**src/rtl/rr_mux_arb.sv**
```systemverilog
// rr_mux_arb: N-input round-robin arbiter feeding a one-entry registered output stage.
// Define RR_MUX_ARB_LAST_EN to add in_last/out_last and packet locking.
module rr_mux_arb #(
  parameter  int N     = 4,
  parameter  int WIDTH = 8,
  localparam int SEL_W = (N > 1) ? $clog2(N) : 1
) (
  input  logic               clk,
  input  logic               rst,
  input  logic [N*WIDTH-1:0] in_data,
  input  logic [N-1:0]       in_valid,
  output logic [N-1:0]       in_ready,
  output logic [WIDTH-1:0]   out_data,
  output logic               out_valid,
  input  logic               out_ready,
  output logic [SEL_W-1:0]   out_sel
`ifdef RR_MUX_ARB_LAST_EN
  ,
  input  logic [N-1:0]       in_last,
  output logic               out_last
`endif
);

  localparam logic [SEL_W:0]   N_CNT    = (SEL_W+1)'(N);
  localparam logic [SEL_W-1:0] LAST_IDX = SEL_W'(N-1);

  logic [WIDTH-1:0] data_q, data_d;
  logic             valid_q, valid_d;
  logic [SEL_W-1:0] sel_q, sel_d;
  logic [SEL_W-1:0] ptr_q, ptr_d;

  logic [WIDTH-1:0] chan_data [N];
  logic [N-1:0]     elig;
  logic [2*N-1:0]   rot;
  logic [SEL_W-1:0] off, grant_idx, grant_nxt;
  logic [SEL_W:0]   sum;
  logic             grant_found, load_en, accept;

  genvar gi;
  generate
    for (gi = 0; gi < N; gi++) begin : g_chan
      assign chan_data[gi] = in_data[gi*WIDTH +: WIDTH];
      assign in_ready[gi]  = accept && (grant_idx == SEL_W'(gi));
    end
  endgenerate

`ifdef RR_MUX_ARB_LAST_EN
  logic lock_q, lock_d;
  logic last_q, last_d;

  // The locked channel is always the one that supplied the last accepted beat.
  always_comb begin
    elig = in_valid;
    if (lock_q) begin
      elig          = '0;
      elig[sel_q]   = in_valid[sel_q];
    end
  end
`else
  assign elig = in_valid;
`endif

  // Rotate eligibility so ptr sits at bit 0, then take the lowest set offset.
  always_comb begin
    rot         = {elig, elig} >> ptr_q;
    grant_found = |elig;
    off         = '0;
    for (int i = N - 1; i >= 0; i--) begin
      if (rot[i]) off = SEL_W'(i);
    end
    sum       = {1'b0, ptr_q} + {1'b0, off};
    grant_idx = (sum >= N_CNT) ? SEL_W'(sum - N_CNT) : sum[SEL_W-1:0];
    grant_nxt = (grant_idx == LAST_IDX) ? '0 : grant_idx + SEL_W'(1);
  end

  assign load_en = !valid_q || out_ready;
  assign accept  = load_en && grant_found && !rst;

  always_comb begin
    data_d  = data_q;
    valid_d = valid_q;
    sel_d   = sel_q;
    ptr_d   = ptr_q;
`ifdef RR_MUX_ARB_LAST_EN
    lock_d  = lock_q;
    last_d  = last_q;
`endif
    if (accept) begin
      data_d  = chan_data[grant_idx];
      valid_d = 1'b1;
      sel_d   = grant_idx;
`ifdef RR_MUX_ARB_LAST_EN
      last_d  = in_last[grant_idx];
      lock_d  = !in_last[grant_idx];
      if (in_last[grant_idx]) ptr_d = grant_nxt;
`else
      ptr_d   = grant_nxt;
`endif
    end else if (out_ready) begin
      valid_d = 1'b0;
    end
  end

  always_ff @(posedge clk) begin
    if (rst) begin
      data_q  <= '0;
      valid_q <= 1'b0;
      sel_q   <= '0;
      ptr_q   <= '0;
`ifdef RR_MUX_ARB_LAST_EN
      lock_q  <= 1'b0;
      last_q  <= 1'b0;
`endif
    end else begin
      data_q  <= data_d;
      valid_q <= valid_d;
      sel_q   <= sel_d;
      ptr_q   <= ptr_d;
`ifdef RR_MUX_ARB_LAST_EN
      lock_q  <= lock_d;
      last_q  <= last_d;
`endif
    end
  end

  assign out_data  = data_q;
  assign out_valid = valid_q;
  assign out_sel   = sel_q;
`ifdef RR_MUX_ARB_LAST_EN
  assign out_last  = last_q;
`endif

endmodule
```
**config.mk**
```make
export PLATFORM = sky130hd
export DESIGN_NAME = rr_mux_arb
export DESIGN_NICKNAME = d
export VERILOG_FILES = /design/src/rtl/rr_mux_arb.sv
export SDC_FILE = /design/constraint.sdc
export NUM_CORES = 1
export LEC_CHECK = 0
export BUFFER_PORTS_ARGS = -buffer_cell sky130_fd_sc_hd__buf_2
export CAP_MARGIN = 10
export CORE_AREA = 2 2 57 59
export DETAILED_ROUTE_END_ITERATION = 8
export DIE_AREA = 0 0 59 61
export GPL_ROUTABILITY_DRIVEN = 0
export GPL_TIMING_DRIVEN = 1
export HOLD_SLACK_MARGIN = 0.1
export PLACE_DENSITY = 0.73
export SLEW_MARGIN = 20
export SYNTH_ARGS = -nofsm -noshare
export SYNTH_HDL_FRONTEND = slang
export SYNTH_SLANG_ARGS = --single-unit
```
**constraint.sdc**
```tcl
create_clock -name clk -period 2.7 [get_ports clk]
set_input_delay 0.54 -clock clk [delete_from_list [all_inputs] [get_ports clk]]
set_output_delay 0.54 -clock clk [all_outputs]
set_load 0.03 [all_outputs]
```
Word-level counts from Yosys, hierarchy flattened

Cells that the tools add are included.
Widths: inputs -> output; s select.

Bits in registers: 13
Logic and storage cells: 37
Bits of input ports: 39

Muxes and demuxes: 11
Equal/unequal tests: 3
Reduce and logical (&&, ||, !) cells: 12
Magnitude comparators: 2
Shift operators: 1
Bitwise gates (word level): 1
$add $sub $neg: 3

Operators with widths:

| kind                | number |
|---|---|
| $bmux 8 s2          | 1 |
| $mux 8              | 2 |
| $mux 2              | 6 |
| $shr 8x2->4         | 1 |
| $ge 3x3->1 const B  | 2 |
| $logic_and 1x1->1   | 6 |
| $eq 2x2->1 const B  | 2 |
| $reduce_or 4->1     | 1 |
| $add 2x2->3         | 1 |
| $not 2->3           | 1 |
| $add 2x1->2 const B | 1 |
| $eq 2x1->1 const B  | 1 |
| $logic_not 1->1     | 2 |
| $logic_not 2->1     | 1 |
| $mux 1              | 2 |
| $reduce_bool 2->1   | 1 |
| $sub 2x1->2 const B | 1 |
| $logic_or 1x1->1    | 1 |

Logic depth before layout (Yosys ltp)

Gate-level depths: netlist of run 1.

Depth in word-level cells: 12
Gate-level depth with buffers: 13
Mapped depth without buffers: 10

Least setup slack after synthesis of run 1

Ideal clock, no wire load.

Path type: input to output
From: in in_valid[2]
To: out in_ready[0]
Path slack: -355 ps
Data required time: 2160 ps
Cell stages on the path: 10
Arrival time: 2515 ps
Path through: buf_2 nand2_1 nor2_1 a211oi_1 a31oi_1 a211o_1 ha_1 xnor2_4 xnor2_4 nor3b_2

Word-level cells in the longest chain between the ends: 10
Elaborated cells between the ends (all ways): 14

RTL lines:

| item                                      | RTL line | source |
|---|---|---|
| from (decl)                               | 11       | `input logic [N-1:0] in_valid,` |
| $shr 8x2->4                               | 65       | `rot = {elig, elig} >> ptr_q;` |
| $mux 2 (4 in series)                      | 69       | `if (rot[i]) off = SEL_W'(i);` |
| $add 2x2->3                               | 71       | `sum = {1'b0, ptr_q} + {1'b0, off};` |
| $ge 3x3->1 or $sub 2x1->2 (tied branches) | 72       | `grant_idx = (sum >= N_CNT) ? SEL_W'(sum - N_CNT) : sum[SEL_W-1:0];` |
| $mux 2                                    | 72       |  |
| $logic_not 2->1                           | 43       | `assign in_ready[gi] = accept && (grant_idx == SEL_W'(gi));` |
| $logic_and 1x1->1 *                       | 43       |  |
| to (decl)                                 | 12       | `output logic [N-1:0] in_ready,` |

Every way passes the cells marked *; elsewhere a longest branch is shown, timed or not.

Worst setup path after layout of run 1

From: in in_valid[0]
To: out in_ready[0]

The elaborated chain is that of the path after synthesis.

==> results of run 1 <==
[critical path, cell delays in order]
cell     delay (ns)
buf_6          0.11
buf_6          0.11
buf_6          0.11
nor4_4         0.26
a211o_1        0.18
ha_4           0.18
xnor2_4        0.14
xnor2_4        0.17
nor3b_4        0.23
buf_6          0.15
[per-stage QoR]
stage                     cell area, µm²  cells  power (mW)  setup slack (ns)
after floorplan                     1262    138       1.352           -0.1971
after global placement              1650    236       1.677           -0.1187
after detailed placement            1650    236       1.719           -0.1640
after CTS                           1762    244       1.910          -0.03241
after global routing                1800    244       2.066           -0.1198
final                               1800    244       1.935          -0.03295
[final timing paths]
path	slack [ns]	cells after the start	to	from
hold reg to reg	0.49	1	out_data[7]	out_data[7]
setup / recovery	-0.03	10	in_ready[0]	in_valid[0]
hold / removal	0.49	1	out_data[7]	out_data[7]
setup reg to reg	0.32	12	out_data[0]	ptr_q[0]
[final cells by class]
| class | instances | share of cell area [%] |
|---|---|---|
| multi-input cells | 113 | 51.98 |
| inverters | 1 | 0.2085 |
| well taps | 33 | 2.293 |
| repair buffers | 80 | 29.40 |
| flip-flops and latches | 13 | 14.66 |
| clock buffers | 4 | 1.459 |
[kinds of logic after synthesis]
family          share of synthesized area, %
simple gates                           22.61
buf+inv                                5.994
flops                                  21.87
fa+ha+maj                              1.051
compound gates                         25.66
mux                                    16.09
xor+xnor                               6.730
[power groups by stage]
stage,Clock [mW],Sequential (mW),Combinational (mW)
floorplan,0,0.462,0.889
detailed placement,0,0.324,1.40
CTS,0.134,0.324,1.45
global placement,0,0.323,1.35
finish,0.132,0.329,1.47
global route,0.143,0.339,1.58
[metal layers]
| metal | wire, µm | track usage, % | part of all wire (%) |
|---|---|---|---|
| met5 | 0 | 0 | 0 |
| met4 | 46 | 6.818 | 1.3 |
| met3 | 207 | 4.264 | 6.0 |
| met2 | 1735 | 38.10 | 50 |
| met1 | 1486 | 23.33 | 43 |
[timing repair]
action	in CTS	in global routing
pin swaps	10	2
setup buffers	4	0
setup endpoints to repair	4	4
gates resized for setup	16	12
[registers in the layout, indices dropped and copies added (netlist names)]
name	count
out_data	8
out_sel	2
ptr_q	2
out_valid	1
[cell usage in the layout (no fill, tap or decap), types with 2 or more instances in the layout]
cell and instances:
nand2_1 7, a21oi_2 2, nand2b_1 2, dfxtp_1 12
o211a_1 8, o22ai_1 8, o21ai_0 2, a21oi_1 2
nor2_2 5, nor3_4 2, mux2i_1 18, a31oi_1 2
nor3_1 2, a221o_1 8, nor4_4 2, xnor2_4 2
nor2_1 24, buf_2 47, buf_4 23, clkbuf_4 3
buf_6 9
==> impl_results.md, run 1 <==
- Setup_tns: -0.03295 ns
- Worst EP required: between 2 and 2.5 ns
- Fin nets: between 200 and 300
- Hold Violations, Final: 0
- Flop pwr share: 17.0%
- WL per Instance: 14.24 µm
- Max-cap violation count: 0
- CTS tree: built
- Clock skew: approximately 0.00057 ns
- Peak VDD IR: 651.1 µV
- Final core occ: roughly three fifths
- Cts hold-fix bufs: 0
- Share of the synthesized area in the top cell type: between 20% and 30%
- Net Count, Synth: 178
- Post-synth cell types: 37
- Vias in the first global route: 1341
- FP Rows: 20
- Leakage power: 0.9369 nW
- Final worst path period need: around 2.7 ns
- Net Sw Power: 913.2 µW
- Reg clk slew, reported paths: 0.09 ns
- Least-Margin Pin Slew: 0.3765 ns
- Initial antenna violation count: 0
- DIE AREA: 0.003599 mm²
- Die W: between 50 and 60 µm
- RSZ-0062 raised after global routing: yes
- Clock share of power: 6.8%
- Final Max Slew Viols: 0
- Hold_ws: 0.4940 ns
- IO buf count: 53
- Clock Latency Late Sink: roughly 0.28 ns
- H-tree levels: 1
- Remaining DRCs: 0
- Post-Syn Area: 0.001190 mm²
- Pin count of the biggest net entering global routing: 13
- Combinational cell fraction of total power: 76.2%
- Vias: 1365
- # IOs: 54
- DRT Wirelength: 3.475 mm
- Clk root buf: clkbuf_4
- Post-synthesis register bit count: 13
- Global Route Usage Sum: 20.51%
- CP endpoint kind: output pin
- Critical Path Start Type: input pin
- Core Region: 0.002953 mm²
- Max Fanout on Critical Path: 5
- Setup WS post-layout: -0.03295 ns
- Post-detail-place hpwl: 2.661 mm
- Most common cell in the netlist: nor2_1
- Share of layout cells above drive strength 1: 50.71%
- Crit path kind: in -> out
- Area grow syn2layout: 51.31%
- Post-synth EDFFs: 0
- Mean post-synth cell area: 8.622 µm²
- First-pass DRT Iterations: 4
- Area occupied by multi-input gates: 935.9 µm²
- Reg area: roughly 260 µm²
- Top cells by area, synth: dfxtp_1 (22%), mux2i_1 (15%), nor2_1 (9.1%)
- GRT Residual Overflow: 0
- DRT antenna net count: 0
- FFs w/ async S/R, synth: 0%
- Pint: ~1 mW
- Synth area leader: dfxtp_1
- Syn. warnings: 0
- Die Y: 61 µm
- Sw Ratio: 47.19%
- Post-synth top cells: nor2_1 (29), mux2i_1 (18), dfxtp_1 (13)
- Synth Flop Type: dfxtp_1
- Initial Utilization: 40.30%
- Iteration-0 DRC Markers: 47
- Mapped Cells: 138
- Violated checks: negative setup slack
- Sequential area share after synthesis: 21.87%
- Tcrit/Tclk final: 101.2%
- Crit path DAT: 2.19 ns
- Via density: 5.594
- N_diodes: 0
- Filler cell count in the final layout: 256
- Status: finished with violations
- First-pass GRT wire length: 5.651 mm
- Power Dens Cells: 1075 mW/mm²
- CTS max path bufs: 2
- Max frequency: roughly 370 MHz
- CTS buffer count: 3
- Headroom to the max-slew limit: 74.88%
- Clock Sink Count: 13
- Min-delay worst type: reg -> reg
- # setup viols final: 1
No activity file was read; power rests on OpenSTA's default activity.
==> run 2, diff against run 1 <==
Settings changed: CORE_AREA 2 2 57 59 to 2 2 52 54, DIE_AREA 0 0 59 61 to 0 0 54 56, PLACE_DENSITY 0.73 to 0.82.
Clock period 2.7 ns to 3.5 ns, I/O delays scaled along.
==> run 2 against run 1 <==
  * The run now ends clean
  * Non-clock buffer count shrank 24
  * Register-to-register slack gained 0.38 ns
  * Global-route usage is 0.98 points higher
  * Critical endpoint unchanged
  * Largest power group unchanged
==> impl_results.md, run 2 (same netlist as run 1, synthesis figures left out) <==
- Crit path cell chain: buf_2, nand2_1, nor2_1, a211oi_1, a31oi_1, a211o_1, ha_2, xnor2_4, xnor2_4, nor3b_2, buf_2
- Pwr Total: 1.264 mW
- Worst reg2reg setup slack: 0.70 ns
- Max stage delay on crit path: between 0.2 and 0.3 ns
- Max Fanout on Critical Path: 8
- Status: complete, no violations
- Vias: 1237
- DRT antenna net count: 0
- Pin count of the biggest net entering global routing: 13
- Stages on worst setup path: 11
- DIE AREA: 0.003024 mm²
- R2R cell count: 10
- Clock Sink Count: 13
- Reg2reg end: out_data[2]
- Global Route Usage Sum: 21.49%
- Non-filler cells, final: 217
- H-tree levels: 1
- Max reg flops: 8
- Worst hold stages: 1
- CTS tree: built
- Die W: between 50 and 60 µm
- Area grow syn2layout: 24.19%
- WL per Instance: between 10 and 15 µm
- Tcrit/Tclk final: 93.96%
- Via density: 5.700
- FP Rows: 18
- CP startpoint: in_valid[2]
- Die Y: about 56 µm
- Power Dens Cells: 855.3 mW/mm²
- Most frequent cells in the layout: buf_2 (53), nor2_1 (29), mux2i_1 (18)
- Placed Area: 0.001448 mm²
- Commonest non-fill, non-tap cell in the layout: buf_2
- # setup viols final: 0
- Remaining DRCs: 0
- Fin nets: 228
- Placed instance count: 213
- Clk root buf: clkbuf_4
- Initial antenna violation count: 0
- Final worst path period need: 3.288 ns
- Met2 routed WL: 1.427 mm
- Final Max Slew Viols: 0
- Peak VDD IR: 489.2 µV
- Slowest CP cell: a211o_1
- Setup WS post-layout: 0.2115 ns
- CP endpoint kind: output pin
- Critical Path Start Type: input pin
- Max frequency: 304.1 MHz
- Max-cap violation count: 0
- Reg clk slew, reported paths: 0.09 ns
- Post-CTS setup buffers: 0
- Clock Latency Late Sink: between 0.2 and 0.3 ns
- # IOs: 54
- Pre-CTS setup slack: 0.1375 ns
- Initial Utilization: 48.92%
- Core Region: 0.002432 mm²
- N_diodes: 0
- CTS buffer count: 3
- Worst r2r src: ptr_q[0]
- Setup_tns: 0 ns
- Least-Margin Pin Slew: ~0.58 ns
- Met1 WL: about 1.3 mm
- Post-detail-place hpwl: 2.214 mm
- CTS max path bufs: 2
- Final Instance Area: around 0.0015 mm²
- Headroom to the max-slew limit: 61.50%
- WP buf/inv: 2
- Vias in the first global route: 1151
- Crit path kind: in -> out
- First-pass GRT wire length: 4.974 mm
- Hold Violations, Final: 0
- Leakage power: between 0.7 and 0.8 nW
- Hold_ws: 0.4951 ns
- IO buf count: 53
- Met3 wire length: about 220 µm
- GRT Residual Overflow: 0
- Cts hold-fix bufs: 0
- Clock skew: 0.0005397 ns
- Worst EP required: between 2 and 3 ns
- Min-delay worst type: reg -> reg
- Share of layout cells above drive strength 1: 39.04%
- Top Family by Delay on Critical Path: compound AO/OA/AOI/OAI gates
- DRT Wirelength: between 2 and 3 mm
- Iteration-0 DRC Markers: 39
- RSZ-0062 raised after global routing: no
- Crit path DAT: between 2 and 3 ns
- Crit path capture: in_ready[0]
- First-pass DRT Iterations: 4
- Final core occ: 60.75%
- Top Metal Used: met4
run 2: cell count changes in the layout (fill, tap and decap cells not counted), sizes merged:
cell  change
buf      -24
run 2: timing repair:
item                                    4_1_cts  5_1_grt
gates resized for setup                       0        2
endpoints found under the hold margin         0        0
endpoints found under the setup margin        0        4
run 2: worst min-delay path by stage:
stage                start           to  slack (ns)
2_1_floorplan   out_sel[0]   out_sel[0]        0.63
3_3_place_gp   out_data[0]  out_data[0]        0.47
3_5_place_dp   out_data[3]  out_data[3]        0.47
4_1_cts        out_data[3]  out_data[3]        0.50
5_1_grt        out_data[0]  out_data[0]        0.53
6_report       out_data[4]  out_data[4]        0.50
run 2: metal layers:
metal	up-vias	track usage, %
li1	610	-
met1	560	27.56
met2	63	35.37
met3	4	3.495
met4	0	7.500
met5	-	0
run 2: layout make-up:
| type | instances | area (µm²) |
|---|---|---|
| inverter | 1 | 3.754 |
| sequential | 13 | 261.5 |
| multi-input combinational | 113 | 860.8 |
| timing repair buffer | 56 | 287.8 |
| tap | 30 | 37.54 |
| fill | 237 | 954.7 |
| clock buffer | 4 | 26.28 |
run 2: power by group:
part | switching [mW] | internal, mW
registers | 0.0614 | 0.212
logic | 0.520 | 0.373
clock network | 0.0533 | 0.0442
